### src/rtl/b_id_pkg.sv
// -----------------------------------------------------------------------------
// b_id_pkg
// Shared definitions for the B-channel ID restorer:
//   - default ID_PAD / ID_WIDTH values
//   - BRESP encodings
//   - extended response ID layout {seq, id} at the default widths
// -----------------------------------------------------------------------------
package b_id_pkg;

  localparam int unsigned ID_PAD_DEFAULT   = 4;
  localparam int unsigned ID_WIDTH_DEFAULT = 2;

  typedef enum logic [1:0] {
    BRESP_OKAY   = 2'b00,
    BRESP_EXOKAY = 2'b01,
    BRESP_SLVERR = 2'b10,
    BRESP_DECERR = 2'b11
  } bresp_e;

  // Extended BID as returned by the slave: sequence tag above the original ID.
  typedef struct packed {
    logic [ID_PAD_DEFAULT-1:0]   seq;
    logic [ID_WIDTH_DEFAULT-1:0] id;
  } ext_id_t;

endpackage

### src/rtl/b_skid_buffer.sv
// -----------------------------------------------------------------------------
// b_skid_buffer
// Two-entry registered skid buffer. A beat accepted on the input appears on
// the output the following cycle; one beat per cycle is sustained. in_ready_o
// is a register that drops only while both entries are occupied. Output
// valid/data hold until out_ready_i.
// Ports:
//   clk_i, rst_i               clock, synchronous active-high reset
//   in_valid_i/in_ready_o/in_data_i    upstream handshake + payload
//   out_valid_o/out_ready_i/out_data_o downstream handshake + payload
// -----------------------------------------------------------------------------
module b_skid_buffer #(
  parameter int unsigned DATA_W = 4
) (
  input  logic              clk_i,
  input  logic              rst_i,
  input  logic              in_valid_i,
  output logic              in_ready_o,
  input  logic [DATA_W-1:0] in_data_i,
  output logic              out_valid_o,
  input  logic              out_ready_i,
  output logic [DATA_W-1:0] out_data_o
);

  logic [DATA_W-1:0] mem_q [2];
  logic [DATA_W-1:0] mem_d [2];
  logic              wr_ptr_q, wr_ptr_d;
  logic              rd_ptr_q, rd_ptr_d;
  logic [1:0]        cnt_q, cnt_d;
  logic              ready_q, ready_d;
  logic              push_s, pop_s;

  assign push_s = in_valid_i & ready_q;
  assign pop_s  = out_ready_i & (cnt_q != 2'd0);

  // Next-state for storage, pointers, occupancy and registered ready.
  always_comb begin
    mem_d    = mem_q;
    wr_ptr_d = wr_ptr_q;
    rd_ptr_d = rd_ptr_q;
    if (push_s) begin
      mem_d[wr_ptr_q] = in_data_i;
      wr_ptr_d        = ~wr_ptr_q;
    end else begin
      wr_ptr_d = wr_ptr_q;
    end
    if (pop_s) begin
      rd_ptr_d = ~rd_ptr_q;
    end else begin
      rd_ptr_d = rd_ptr_q;
    end
    case ({push_s, pop_s})
      2'b10:   cnt_d = cnt_q + 2'd1;
      2'b01:   cnt_d = cnt_q - 2'd1;
      default: cnt_d = cnt_q;
    endcase
    // Ready is computed from next occupancy so it can be registered.
    ready_d = (cnt_d != 2'd2);
  end

  // State registers with synchronous reset.
  always_ff @(posedge clk_i) begin
    if (rst_i) begin
      mem_q[0] <= '0;
      mem_q[1] <= '0;
      wr_ptr_q <= 1'b0;
      rd_ptr_q <= 1'b0;
      cnt_q    <= 2'd0;
      ready_q  <= 1'b0;
    end else begin
      mem_q    <= mem_d;
      wr_ptr_q <= wr_ptr_d;
      rd_ptr_q <= rd_ptr_d;
      cnt_q    <= cnt_d;
      ready_q  <= ready_d;
    end
  end

  assign in_ready_o  = ready_q;
  assign out_valid_o = (cnt_q != 2'd0);
  assign out_data_o  = mem_q[rd_ptr_q];

endmodule

### src/rtl/b_id_restorer.sv
// -----------------------------------------------------------------------------
// b_id_restorer
// Tracks outstanding writes per original ID lane, strips the sequence tag
// from returning B responses and forwards them through a 2-entry skid buffer.
// Optional feature macro: B_ID_SEQ_CHECK_EN -- when defined, each lane keeps
// an expected sequence tag and raises a sticky ERR_SEQ bit on mismatch; when
// undefined ERR_SEQ is tied to zero.
// Ports:
//   Aclk, ARESETRst              clock, synchronous active-high reset
//   AW_ID, AW_valid, AW_Ready    write-address issue; AW_allow gates the lane
//   S_BID/S_BRESP/S_BVALID/S_BREADY  slave-side response, S_BID = {seq, id}
//   M_BID/M_BRESP/M_BVALID/M_BREADY  master-side response with restored ID
//   ERR_SEQ                      sticky per-lane sequence mismatch
//   ERR_ORPHAN                   sticky response-with-nothing-outstanding
// -----------------------------------------------------------------------------
module b_id_restorer
  import b_id_pkg::*;
#(
  parameter int unsigned ID_PAD   = ID_PAD_DEFAULT,
  parameter int unsigned ID_WIDTH = ID_WIDTH_DEFAULT
) (
  input  logic                       Aclk,
  input  logic                       ARESETRst,
  input  logic [ID_WIDTH-1:0]        AW_ID,
  input  logic                       AW_valid,
  input  logic                       AW_Ready,
  output logic                       AW_allow,
  input  logic [ID_WIDTH+ID_PAD-1:0] S_BID,
  input  logic [1:0]                 S_BRESP,
  input  logic                       S_BVALID,
  output logic                       S_BREADY,
  output logic [ID_WIDTH-1:0]        M_BID,
  output logic [1:0]                 M_BRESP,
  output logic                       M_BVALID,
  input  logic                       M_BREADY,
  output logic [(1<<ID_WIDTH)-1:0]   ERR_SEQ,
  output logic                       ERR_ORPHAN
);

  localparam int unsigned LANES = 1 << ID_WIDTH;
  localparam int unsigned CW    = ID_PAD + 1;
  localparam int unsigned PW    = ID_WIDTH + 2;
  // A lane is full once every sequence tag value is in flight.
  localparam logic [CW-1:0] CNT_FULL = {1'b1, {ID_PAD{1'b0}}};

  logic [CW-1:0]       cnt_q [LANES];
  logic [CW-1:0]       cnt_d [LANES];
  logic [LANES-1:0]    inc_s, dec_s;
  logic                err_orphan_q, err_orphan_d;
  logic                aw_fire_s, b_acc_s, b_orphan_s;
  logic [ID_WIDTH-1:0] b_lane_s;
  logic [ID_PAD-1:0]   b_seq_s;
  logic                s_bready_s;
  logic [PW-1:0]       skid_out_s;

  assign b_lane_s   = S_BID[ID_WIDTH-1:0];
  assign b_seq_s    = S_BID[ID_WIDTH+ID_PAD-1:ID_WIDTH];
  assign AW_allow   = (cnt_q[AW_ID] != CNT_FULL);
  assign aw_fire_s  = AW_valid & AW_Ready & AW_allow;
  assign b_acc_s    = S_BVALID & s_bready_s;
  assign b_orphan_s = b_acc_s & (cnt_q[b_lane_s] == '0);

  // Per-lane outstanding counters; a decrement is suppressed at zero.
  always_comb begin
    for (int l = 0; l < LANES; l++) begin
      inc_s[l] = aw_fire_s && (AW_ID == ID_WIDTH'(l));
      dec_s[l] = b_acc_s && (b_lane_s == ID_WIDTH'(l)) && (cnt_q[l] != '0);
      if (inc_s[l] && !dec_s[l]) begin
        cnt_d[l] = cnt_q[l] + CW'(1);
      end else if (dec_s[l] && !inc_s[l]) begin
        cnt_d[l] = cnt_q[l] - CW'(1);
      end else begin
        cnt_d[l] = cnt_q[l];
      end
    end
    err_orphan_d = err_orphan_q | b_orphan_s;
  end

  // Counter and orphan-flag registers.
  always_ff @(posedge Aclk) begin
    if (ARESETRst) begin
      for (int l = 0; l < LANES; l++) begin
        cnt_q[l] <= '0;
      end
      err_orphan_q <= 1'b0;
    end else begin
      cnt_q        <= cnt_d;
      err_orphan_q <= err_orphan_d;
    end
  end

  assign ERR_ORPHAN = err_orphan_q;

`ifdef B_ID_SEQ_CHECK_EN
  logic [ID_PAD-1:0] exp_q [LANES];
  logic [ID_PAD-1:0] exp_d [LANES];
  logic [LANES-1:0]  err_seq_q, err_seq_d;

  // Expected-tag tracking; after any accept the lane expects received tag + 1,
  // which both advances on a match and resynchronises after a mismatch.
  always_comb begin
    exp_d     = exp_q;
    err_seq_d = err_seq_q;
    if (b_acc_s) begin
      exp_d[b_lane_s] = b_seq_s + ID_PAD'(1);
      if (b_seq_s != exp_q[b_lane_s]) begin
        err_seq_d[b_lane_s] = 1'b1;
      end else begin
        err_seq_d[b_lane_s] = err_seq_q[b_lane_s];
      end
    end else begin
      exp_d = exp_q;
    end
  end

  // Expected-tag and sticky mismatch registers.
  always_ff @(posedge Aclk) begin
    if (ARESETRst) begin
      for (int l = 0; l < LANES; l++) begin
        exp_q[l] <= '0;
      end
      err_seq_q <= '0;
    end else begin
      exp_q     <= exp_d;
      err_seq_q <= err_seq_d;
    end
  end

  assign ERR_SEQ = err_seq_q;
`else
  logic unused_seq_s;
  assign unused_seq_s = ^b_seq_s;
  assign ERR_SEQ      = '0;
`endif

  b_skid_buffer #(
    .DATA_W (PW)
  ) u_skid (
    .clk_i       (Aclk),
    .rst_i       (ARESETRst),
    .in_valid_i  (S_BVALID),
    .in_ready_o  (s_bready_s),
    .in_data_i   ({b_lane_s, S_BRESP}),
    .out_valid_o (M_BVALID),
    .out_ready_i (M_BREADY),
    .out_data_o  (skid_out_s)
  );

  assign S_BREADY = s_bready_s;
  assign M_BID    = skid_out_s[PW-1:2];
  assign M_BRESP  = skid_out_s[1:0];

endmodule

### config.mk
export PLATFORM = sky130hd
export DESIGN_NAME = b_id_restorer
export DESIGN_NICKNAME = d
export VERILOG_FILES = /design/src/rtl/b_id_pkg.sv /design/src/rtl/b_skid_buffer.sv /design/src/rtl/b_id_restorer.sv
export SDC_FILE = /design/constraint.sdc
export NUM_CORES = 1
export LEC_CHECK = 0
export ABC_AREA = 1
export BUFFER_PORTS_ARGS = -buffer_cell sky130_fd_sc_hd__buf_2
export CAP_MARGIN = 20
export CORE_ASPECT_RATIO = 2
export CORE_MARGIN = 5
export CORE_UTILIZATION = 35
export CTS_CLUSTER_SIZE = 25
export DETAILED_ROUTE_END_ITERATION = 8
export HOLD_SLACK_MARGIN = 0.1
export PLACE_DENSITY_LB_ADDON = 0.1
export REMOVE_ABC_BUFFERS = 1
export SYNTH_ARGS = -nofsm -noshare
export SYNTH_HDL_FRONTEND = slang
export SYNTH_HIERARCHICAL = 1
export SYNTH_SLANG_ARGS = --single-unit
### constraint.sdc
create_clock -name Aclk -period 4.7 [get_ports Aclk]
set_clock_uncertainty 0.1 [all_clocks]
set_input_delay 0.47 -clock Aclk [delete_from_list [all_inputs] [get_ports Aclk]]
set_output_delay 0.47 -clock Aclk [all_outputs]
set_load 0.01 [all_outputs]
* Word level (Yosys, flattened, before mapping) *
Cells that the tools add are included.

word-level totals
  output and inout port bits = 12
  logic and storage cells = 110
  register bits = 34

operators by class
  reduce and logical (&&, ||, !) cells = 41
  bitwise logic cells = 12
  add/subtract/negate cells = 10
  mux-type cells = 21
  equality and inequality tests = 10
  order comparisons = 5

operators with widths
  operator               number
  $mux W5                12
  $logic_and A1 B1 Y1    21
  $add A5 B1 Y5 const B  4
  $bmux W5 S2            2
  $reduce_bool A5 Y1     4
  $sub A5 B1 Y5 const B  4
  $mux W4                4
  $eq A2 B2 Y1 const B   5
  $reduce_bool A2 Y1     5
  $bwmux W8              1
  $logic_not A1 Y1       8
  $eq A2 B1 Y1 const B   3
  $ge A3 B3 Y1 const B   2
  $not A2 Y3             2
  $and A1 B1 Y1          5
  $logic_not A5 Y1       1
  $ne A5 B5 Y1 const B   1
  $demux W4 S1           1
  $ge A2 B2 Y1 const B   2
  $logic_not A2 Y1       2
  $not A1 Y2             2
  $pmux W2 S2            1
  $add A2 B1 Y2 const B  1
  $lt A2 B1 Y1 const B   1
  4 further kinds        5

* Depth between registers and ports, before layout *
Gate-level depths: netlist of the first run.

  depth after elaboration = 11
  gate-level depth with buffers = 17

* Hierarchy *
The synthesis of the first run kept the hierarchy.

modules (own cells, without submodules)
  module         sequential area each (µm²)  cells an instance  area an instance (µm²)  times used
  b_id_restorer  420.4                       242                1611.5                  1
  b_skid_buffer  260.2                       80                 561.8                   1

* Worst setup path after synthesis of the first run *
Ideal clock, no wire load.

  path type = input port to flip-flop
  start point = in AW_ID[1]
  end point = reg, netlist name cnt_q[9]
  setup time = 113 ps
  arrival = 2042 ps
  cell stages on the path = 15
  setup slack = 2446 ps
  path through = inv_1 -> nor2_1 -> nand2_1 -> o21ai_1 -> nor2_2 -> nor3_1 -> ha_1 -> inv_1 -> ha_1 -> nand2_1 -> nand2_1 -> o21ai_0 -> nand3_1 -> nor2_1 -> nor2_1

RTL lines
  item         RTL line             source
  from (decl)  b_id_restorer.sv:24  input logic [ID_WIDTH-1:0] AW_ID,

==> run metrics, run 1 <==
Leak Pwr between 1 and 1.5 nW; P_int between 600 and 700 uW; Fin. Hold Viols 0; H-tree depth 2; Post-DRT Antenna Nets 0; vias in the first global route approximately 1900; initial antenna violation count 0; Sw Share 31.6%; total global routing overflow 0; Core ar. a little over 0.006 mm^2; Row Count 40; DP HPWL roughly 3.9 mm; Hold WS 336 ps; largest net degree at the start of global routing 17; switching pwr about 310 uW; Detailed Route WL ~4.8 mm; Initial Util approximately 36%; Non-Filler Instances ~430; fmax 391 MHz; Slew Viols, Final 0; final worst slack roughly 2100 ps; Net count, final around 380; worst min path class input pin to flop; count of cell types in the netlist 23; status complete, no violations; Die Y 121 um; residual DRC count 0; DRC marker count from the first detailed-route iteration 43; Fillers roughly 660; Avg WL per Cell about 11 um; Synth Area per Inst approximately 6.7 um^2; CP Launch Type flop; clock root buffer clkbuf_16; via count 1996; # IOs 28; Synth warnings 6; commonest cells after routing, fill and taps aside nand2_1, inv_1, nor2_1, dfxtp_1, nand3_1; post-synthesis cell area ~0.0022 mm^2; drt pass-1 iters 4; VDD IR max ~0.00015 V; most common cell after layout, fill and taps aside nand2_1; total negative slack 0 ps; Clock Power Share a little under two fifths; Placement Cell Area 0.00234 mm^2; clock sink count 34; total die area between 0.007 and 0.008 mm^2; Final setup viols 0; Logic pwr share around a quarter; sequential share of the synthesized area between 30% and 40%; CTS tree done; Setup Crit Path Kind flop to flop; Worst-Margin Slew approximately 530 ps; final worst path period need roughly 2600 ps; placed insts ~420; deepest clock path buffer count 2; via/cell ratio approximately 4.6; Total GRT Usage 13.3%; part of the cycle the worst path needs between 50 and 60%; RSZ-0062 raised after global routing false; post-synthesis register bit count 34; sequential power share a little over a third; ANT cells 0; share of layout cells above drive strength 1 11.0%; design area roughly 0.0025 mm^2; area delta synth->final 15.3%; first-pass GRT wire length approximately 8.2 mm; crit path DAT ~2600 ps; PD cells a little under 400 mW/mm^2; GPL Wtd Cong 0.779; post_cts resized 0; clock-pin transition on the worst setup and hold timing paths roughly 60 ps; CTS buffer count 5; max-cap viol count 0; DP Worst Slack 2000 ps; number of port buffers 19; Mapped Cells 322; Skew-Pair Late Insertion Delay around 280 ps; CP max FO 5; max_slew headroom about 65%; CTS Hold Buffers Added 0; Post-CTS Repair Setup Buffers 0; chip width ~66 um; crit end category flop; Critical Path RT around 4800 ps
worst max-delay path: stages (launching register included):
cell and delay (ps):
dfxtp_1 430, nor2_1 100, nand2_1 80, nor2_1 40, o21ai_1 140, nor2_2 80
nor3_1 190, ha_1 260, inv_1 110, ha_1 360, a21oi_1 220, nand2_1 80
nand2_1 60, nand3_1 70, o211ai_1 90, inv_1 50
cell type report:
| cell class | count | area [um^2] | area share (%) |
|---|---|---|---|
| repair buffers | 19 | 95.1 | 3.79 |
| clock inverters | 3 | 40.0 | 1.60 |
| flip-flops and latches | 34 | 681 | 27.2 |
| inverters | 53 | 199 | 7.94 |
| clock buffers | 5 | 125 | 4.99 |
| well taps | 84 | 105 | 4.19 |
| multi-input cells | 233 | 1260 | 50.3 |
logic make-up (layout without fill, tap and decap cells):
logic type | Yosys count | count (layout) | share of synthesized area (%)
AND/OR/NAND/NOR | 163 | 163 | 32.0
buffers and inverters | 58 | 80 | 11.2
AO/OA/AOI/OAI | 40 | 40 | 9.84
flip-flops | 34 | 34 | 31.3
adder cells (fa/ha/maj) | 21 | 21 | 13.5
XOR/XNOR | 5 | 5 | 2.02
other | 1 | 4 | 0.173
state kept, by name (all words and copies together), names as in the netlist:
register / flops
u_skid/mem_q: 8
u_skid/cnt_q: 2
cnt_q: 20
u_skid/in_ready_o: 1
ERR_ORPHAN: 1
u_skid/wr_ptr_q: 1
u_skid/rd_ptr_q: 1
layer usage:
| metal | global-route usage (%) | vias up | part of all wire, % |
|---|---|---|---|
| met1 | 12.1 | 892 | 38 |
| met5 | 0 | - | 0 |
| li1 | - | 1069 | - |
| met3 | 3.24 | 8 | 4.3 |
| met2 | 26.3 | 27 | 56 |
| met4 | 5.84 | 0 | 2.0 |
cell usage after synthesis:
cell / instances / area share, %
nand3_1: 34 / 7.8
a21oi_2: 1 / 0.40
xor2_1: 3 / 1.2
nor3_1: 4 / 0.92
fa_1: 4 / 3.7
inv_2: 3 / 0.52
a21oi_1: 16 / 3.7
nand2_1: 66 / 11
inv_1: 50 / 8.6
clkbuf_8: 1 / 0.63
nand3_2: 1 / 0.46
o211ai_1: 4 / 1.4
conb_1: 1 / 0.17
nand4_1: 6 / 1.7
dfxtp_1: 34 / 31
xnor2_1: 2 / 0.81
nor2_2: 3 / 0.86
o21ai_0: 18 / 4.1
nor2_1: 46 / 7.9
nand2_2: 3 / 0.86
buf_4: 4 / 1.4
ha_1: 17 / 9.8
o21ai_1: 1 / 0.23
power groups by stage:
stage,clock network (mW),registers [mW],logic [mW]
floorplan,0,0.363,0.195
global placement,0,0.367,0.265
detailed placement,0,0.367,0.269
CTS,0.380,0.362,0.270
global route,0.390,0.368,0.309
finish,0.367,0.361,0.264
metrics by stage:
step           utilization [%]  total power, mW
2_1_floorplan                -            0.558
3_3_place_gp              38.7            0.633
3_5_place_dp              38.7            0.636
4_1_cts                   41.4             1.01
5_1_grt                   41.4             1.07
6_report                  41.4            0.993
worst paths after layout:
kind,start,endpoint,slack [ps],cells past startpoint
min,S_BRESP[1],u_skid/mem_q[5]$_SDFFE_PP0P_,340,3
max reg2reg,cnt_q[0]$_SDFFE_PP0P_,cnt_q[8]$_SDFFE_PP0P_,2140,15
max,cnt_q[0]$_SDFFE_PP0P_,cnt_q[8]$_SDFFE_PP0P_,2140,15
min reg2reg,u_skid/mem_q[2]$_SDFFE_PP0P_,u_skid/mem_q[2]$_SDFFE_PP0P_,360,2
No activity file was read; power rests on OpenSTA's default activity.
==> inputs of run 2 (changes only) <==
Clock period 4.7 ns to 2.6 ns, I/O delays scaled along.
==> run metrics, run 2 (synthesis gave the netlist of run 1 again) <==
Post-CTS Repair Setup Buffers 0 (unchanged); area delta synth->final 19.7% (was 15.3%); Worst-Margin Slew 541 ps (was 531 ps); Skew-Pair Late Insertion Delay 280 ps (about the same); clock root buffer clkbuf_16 (unchanged); H-tree depth 2 (unchanged); Slew Viols, Final 0 (unchanged); crit end category flop (unchanged); Hold WS 136 ps (was 336 ps); Sw Share 31.9% (was 31.6%); PD cells 702 mW/mm^2 (was 396 mW/mm^2); largest net degree at the start of global routing 17 (unchanged); Net count, final 390 (was 383); P_int 1.24 mW (was 679 uW); Final setup viols 0 (unchanged); Avg WL per Cell 11.3 um (was 11.0 um); Detailed Route WL 4.93 mm (was 4.75 mm); Total GRT Usage 14.5% (was 13.3%); max reg flops 20 (unchanged); Leak Pwr 1.32 nW (was 1.27 nW); Placement Cell Area 0.00239 mm^2 (was 0.00234 mm^2); via/cell ratio 4.65 (was 4.63); status complete, no violations (unchanged); final worst path period need 2380 ps (was 2560 ps); post_cts resized 0 (unchanged); Initial Util 35.9% (unchanged); Setup Crit Path Kind flop to flop (unchanged); Final Util 43.0% (was 41.4%); Core ar. 0.00606 mm^2 (unchanged); CTS tree done (unchanged); Post-DRT Antenna Nets 0 (unchanged); total die area 0.00798 mm^2 (unchanged); commonest cells after routing, fill and taps aside nand2_1, inv_1, nor2_1, nand3_1, dfxtp_1 (was nand2_1, inv_1, nor2_1, dfxtp_1, nand3_1); GPL Wtd Cong 0.773 (was 0.779); residual DRC count 0 (unchanged); Top reg by flops cnt_q (unchanged); vias in the first global route 2120 (was 1949); worst min path class input pin to flop (unchanged); drt pass-1 iters 4 (unchanged); initial antenna violation count 0 (unchanged); first-pass GRT wire length 8.83 mm (was 8.24 mm); total global routing overflow 0 (unchanged); Row Count 40 (unchanged); clock-pin transition on the worst setup and hold timing paths 50 ps (was 60 ps); Non-Filler Instances 438 (was 431); crit path DAT 2500 ps (was 2630 ps); number of port buffers 19 (unchanged); Final Power 1.83 mW (was 993 uW); fmax 420 MHz (was 391 MHz); Die Y 121 um (unchanged); final worst slack 219 ps (was 2140 ps); CTS buffer count 5 (unchanged); share of layout cells above drive strength 1 16.1% (was 11.0%); Critical Path RT 2720 ps (was 4770 ps); CTS Hold Buffers Added 0 (unchanged); max-cap viol count 0 (unchanged); most common cell after layout, fill and taps aside nand2_1 (unchanged); CP max FO 5 (unchanged); switching pwr 582 uW (was 314 uW); ANT cells 0 (unchanged); Largest regs cnt_q (20), u_skid/mem_q (8), u_skid/cnt_q (2) (unchanged); via count 2035 (was 1996); DRC marker count from the first detailed-route iteration 73 (was 43); # IOs 28 (unchanged); Fin. Hold Viols 0 (unchanged); CP Launch Type flop (unchanged); placed insts 430 (was 423); Logic pwr share 27.6% (was 26.6%); chip width 65.7 um (unchanged); DP HPWL 3.96 mm (was 3.87 mm); part of the cycle the worst path needs 91.6% (was 54.4%); max_slew headroom 63.9% (was 64.5%); deepest clock path buffer count 2 (unchanged); VDD IR max 0.000244 V (was 0.000150 V); sequential power share 35.5% (was 36.4%); total negative slack 0 ps (unchanged); DP Worst Slack 123 ps (was 2000 ps); Clock Power Share 36.8% (was 37.0%); design area 0.00260 mm^2 (was 0.00251 mm^2); clock sink count 34 (unchanged)
run 2: cell types whose count changed in the layout (fill, tap and decap cells not counted), sizes merged:
| cell | delta |
|---|---|
| buf | +7 |
run 2: power by group through the flow:
stage / sequential (mW) / combinational [mW] / clock (mW)
final: 0.648 / 0.505 / 0.672
after global placement: 0.659 / 0.496 / 0
after floorplan: 0.656 / 0.353 / 0
after global routing: 0.661 / 0.593 / 0.718
after detailed placement: 0.659 / 0.504 / 0
after CTS: 0.649 / 0.506 / 0.694
run 2: path summary, 6_finish.rpt:
check	startpoint	to	slack, ps	cells past startpoint
worst max-delay path	cnt_q[0]$_SDFFE_PP0P_	cnt_q[9]$_SDFFE_PP0P_	220	17
worst min register to register	u_skid/mem_q[2]$_SDFFE_PP0P_	u_skid/mem_q[2]$_SDFFE_PP0P_	360	2
worst min-delay path	S_BRESP[1]	u_skid/mem_q[5]$_SDFFE_PP0P_	140	3
worst max register to register	cnt_q[0]$_SDFFE_PP0P_	cnt_q[9]$_SDFFE_PP0P_	220	17
run 2: critical path, cell delays in order (launching register included):
cell	delay [ps]
dfxtp_1	360
nor2_1	80
nand2_1	70
nor2_1	40
o21ai_2	150
nor2_4	60
nor3_1	180
ha_2	250
inv_1	110
ha_2	400
nand2_2	60
nor2_2	90
nor2_1	40
nand2_1	50
nand3_1	80
nand2_1	70
nand2_1	40
nor2_1	90
run 2: cell type report:
type | instances | area (um^2)
Sequential cell | 34 | 682
Timing Repair Buffer | 26 | 148
Clock buffer | 5 | 125
Clock inverter | 3 | 40.0
Fill cell | 655 | 3450
Inverter | 53 | 199
Tap cell | 84 | 105
Multi-Input combinational cell | 233 | 1300
run 2: routing by layer:
| layer | global-route usage, % | part of all wire [%] |
|---|---|---|
| met1 | 13.3 | 38 |
| met2 | 27.9 | 55 |
| met3 | 3.24 | 3.8 |
| met4 | 7.79 | 3.3 |
| met5 | 0 | 0 |
==> inputs of run 3 (changes only) <==
==> constraint.sdc (replaced) <==
create_clock -name Aclk -period 2.6 [get_ports Aclk]
set_clock_uncertainty 0.1 [all_clocks]
set_input_delay 0.52 -clock Aclk [delete_from_list [all_inputs] [get_ports Aclk]]
set_output_delay 0.52 -clock Aclk [all_outputs]
set_load 0.01 [all_outputs]
==> run metrics, run 3 (synthesis gave the netlist of run 1 again) <==
status complete, no violations (unchanged); Clock Power Share 35.4% (was 36.8%); Final Power 1.80 mW (was 1.83 mW); DP Worst Slack -70.6 ps (was 123 ps); Row Count 40 (unchanged); max reg flops 20 (unchanged); max incr delay on CP 350 ps (was 400 ps); commonest cells after routing, fill and taps aside nand2_1, inv_1, nor2_1, nand3_1, dfxtp_1 (unchanged); total global routing overflow 0 (unchanged); Initial Util 35.9% (unchanged); deepest clock path buffer count 2 (unchanged); number of port buffers 19 (unchanged); Fin. Hold Viols 0 (unchanged); CP max FO 5 (unchanged); clock sink count 34 (unchanged); vias in the first global route 2042 (was 2120); DP HPWL 4.10 mm (was 3.96 mm); Slowest-stage cell, CP fa_2 (was ha_2); Detailed Route WL 5.03 mm (was 4.93 mm); final worst slack 234 ps (was 219 ps); CP top delay family simple AND/OR/NAND/NOR gates (unchanged); crit-path cells nor2_2 > nand2_1 > nor2_1 > o21ai_1 > nor2_2 > nor3_1 > ha_1 > buf_4 > fa_2 > nor2_2 > nor2_1 > nand2_1 > nand3_1 > nand2_1 > nand2_1 > nor2_1 (was nor2_1 > nand2_1 > nor2_1 > o21ai_2 > nor2_4 > nor3_1 > ha_2 > inv_1 > ha_2 > nand2_2 > nor2_2 > nor2_1 > nand2_1 > nand3_1 > nand2_1 > nand2_1 > nor2_1); sequential power share 36.1% (was 35.5%); ANT cells 0 (unchanged); H-tree depth 2 (unchanged); Skew-Pair Late Insertion Delay 270 ps (was 280 ps); crit path DAT 2470 ps (was 2500 ps); chip width 65.7 um (unchanged); max-cap viol count 0 (unchanged); Setup Crit Path Kind flop to flop (unchanged); Sw Share 31.3% (was 31.9%); Avg WL per Cell 11.1 um (was 11.3 um); Leak Pwr 1.37 nW (was 1.32 nW); Total GRT Usage 14.2% (was 14.5%); part of the cycle the worst path needs 91.0% (was 91.6%); Fillers 655 (unchanged); most common cell after layout, fill and taps aside nand2_1 (unchanged); crit end category flop (unchanged); # IOs 28 (unchanged); Final setup viols 0 (unchanged); CTS buffer count 5 (unchanged); Die Y 121 um (unchanged); Top reg by flops cnt_q (unchanged); via/cell ratio 4.56 (was 4.65); Post-DRT Antenna Nets 0 (unchanged); RSZ-0062 raised after global routing true; Core ar. 0.00606 mm^2 (unchanged); via count 2055 (was 2035); fmax 423 MHz (was 420 MHz); Logic pwr share 28.5% (was 27.6%); clock root buffer clkbuf_16 (unchanged); area delta synth->final 23.3% (was 19.7%); max_slew headroom 61.7% (was 63.9%); Slew Viols, Final 0 (unchanged); share of layout cells above drive strength 1 18.8% (was 16.1%); CTS tree done (unchanged); Largest regs cnt_q (20), u_skid/mem_q (8), u_skid/cnt_q (2) (unchanged); clock-pin transition on the worst setup and hold timing paths 50 ps (about the same); VDD IR max 0.000325 V (was 0.000244 V); DRC marker count from the first detailed-route iteration 61 (was 73); drt pass-1 iters 4 (unchanged); final worst path period need 2370 ps (was 2380 ps); PD cells 674 mW/mm^2 (was 702 mW/mm^2); Net count, final 403 (was 390); switching pwr 566 uW (was 582 uW); worst min path class flop to flop (was input pin to flop); largest net degree at the start of global routing 17 (unchanged); Critical Path RT 2710 ps (was 2720 ps); residual DRC count 0 (unchanged); total die area 0.00798 mm^2 (unchanged); initial antenna violation count 0 (unchanged); first-pass GRT wire length 8.86 mm (was 8.83 mm); Worst-Margin Slew 574 ps (was 541 ps); CP Launch Type flop (unchanged); P_int 1.24 mW (about the same); GPL Wtd Cong 0.760 (was 0.773); most frequent CP cell nand2_1; WP buf/inv 1 (unchanged)
run 3: metrics by stage:
step                      setup TNS, ps  utilization, %  std cells  hold WS (ps)  area, um^2
final                                 0            44.2        451           365        2680
after global routing              -38.0            44.2        451           398        2680
after CTS                             0            43.8        450           368        2650
after detailed placement           -246            41.0        442           359        2480
after global placement            -14.0            41.0        442           354        2480
after floorplan                       0               -        320           339        2140
run 3: area by class of cell:
type / instances / area, um^2 / share of cell area, %
sequential: 34 / 682 / 25.5
clock buffer: 8 / 166 / 6.21
multi-input combinational: 233 / 1280 / 47.8
tap: 84 / 105 / 3.92
inverter: 53 / 199 / 7.43
timing repair buffer: 39 / 245 / 9.15
run 3: path summary, 6_finish.rpt:
kind                                              startpoint                            to  slack (ps)  cells after the start
worst min register to register  u_skid/mem_q[2]$_SDFFE_PP0P_  u_skid/mem_q[2]$_SDFFE_PP0P_         370                      2
worst max register to register         cnt_q[0]$_SDFFE_PP0P_         cnt_q[9]$_SDFFE_PP0P_         230                     16
worst min-delay path            u_skid/mem_q[2]$_SDFFE_PP0P_  u_skid/mem_q[2]$_SDFFE_PP0P_         370                      2
worst max-delay path                   cnt_q[0]$_SDFFE_PP0P_         cnt_q[9]$_SDFFE_PP0P_         230                     16
run 3: routing by layer:
layer / share of wire (%) / vias up / track usage (%)
li1: - / 1107 / -
met2: 57 / 28 / 27.7
met1: 38 / 914 / 14.4
met3: 3.2 / 6 / 2.50
met4: 1.6 / 0 / 4.81
met5: 0 / - / 0
run 3: repair_timing:
item                                   4_1_cts  5_1_grt
hold buffers                                 0        0
gates resized for setup                      0       11
endpoints found under the hold margin        0        0
setup buffers                                0        1
setup endpoints to repair                    0       10
run 3: worst register-to-register path: stages (launching register included):
cell and delay (ps):
dfxtp_1 330, nor2_2 130, nand2_1 60, nor2_1 100, o21ai_1 80, nor2_2 200
nor3_1 90, ha_1 210, buf_4 150, fa_2 350, nor2_2 130, nor2_1 50
nand2_1 50, nand3_1 80, nand2_1 70, nand2_1 40, nor2_1 100
run 3: power groups by stage:
stage / combinational, mW / sequential, mW / clock [mW]
floorplan: 0.353 / 0.656 / 0
global route: 0.604 / 0.662 / 0.687
CTS: 0.523 / 0.650 / 0.661
detailed placement: 0.520 / 0.660 / 0
global placement: 0.509 / 0.659 / 0
finish: 0.515 / 0.651 / 0.638
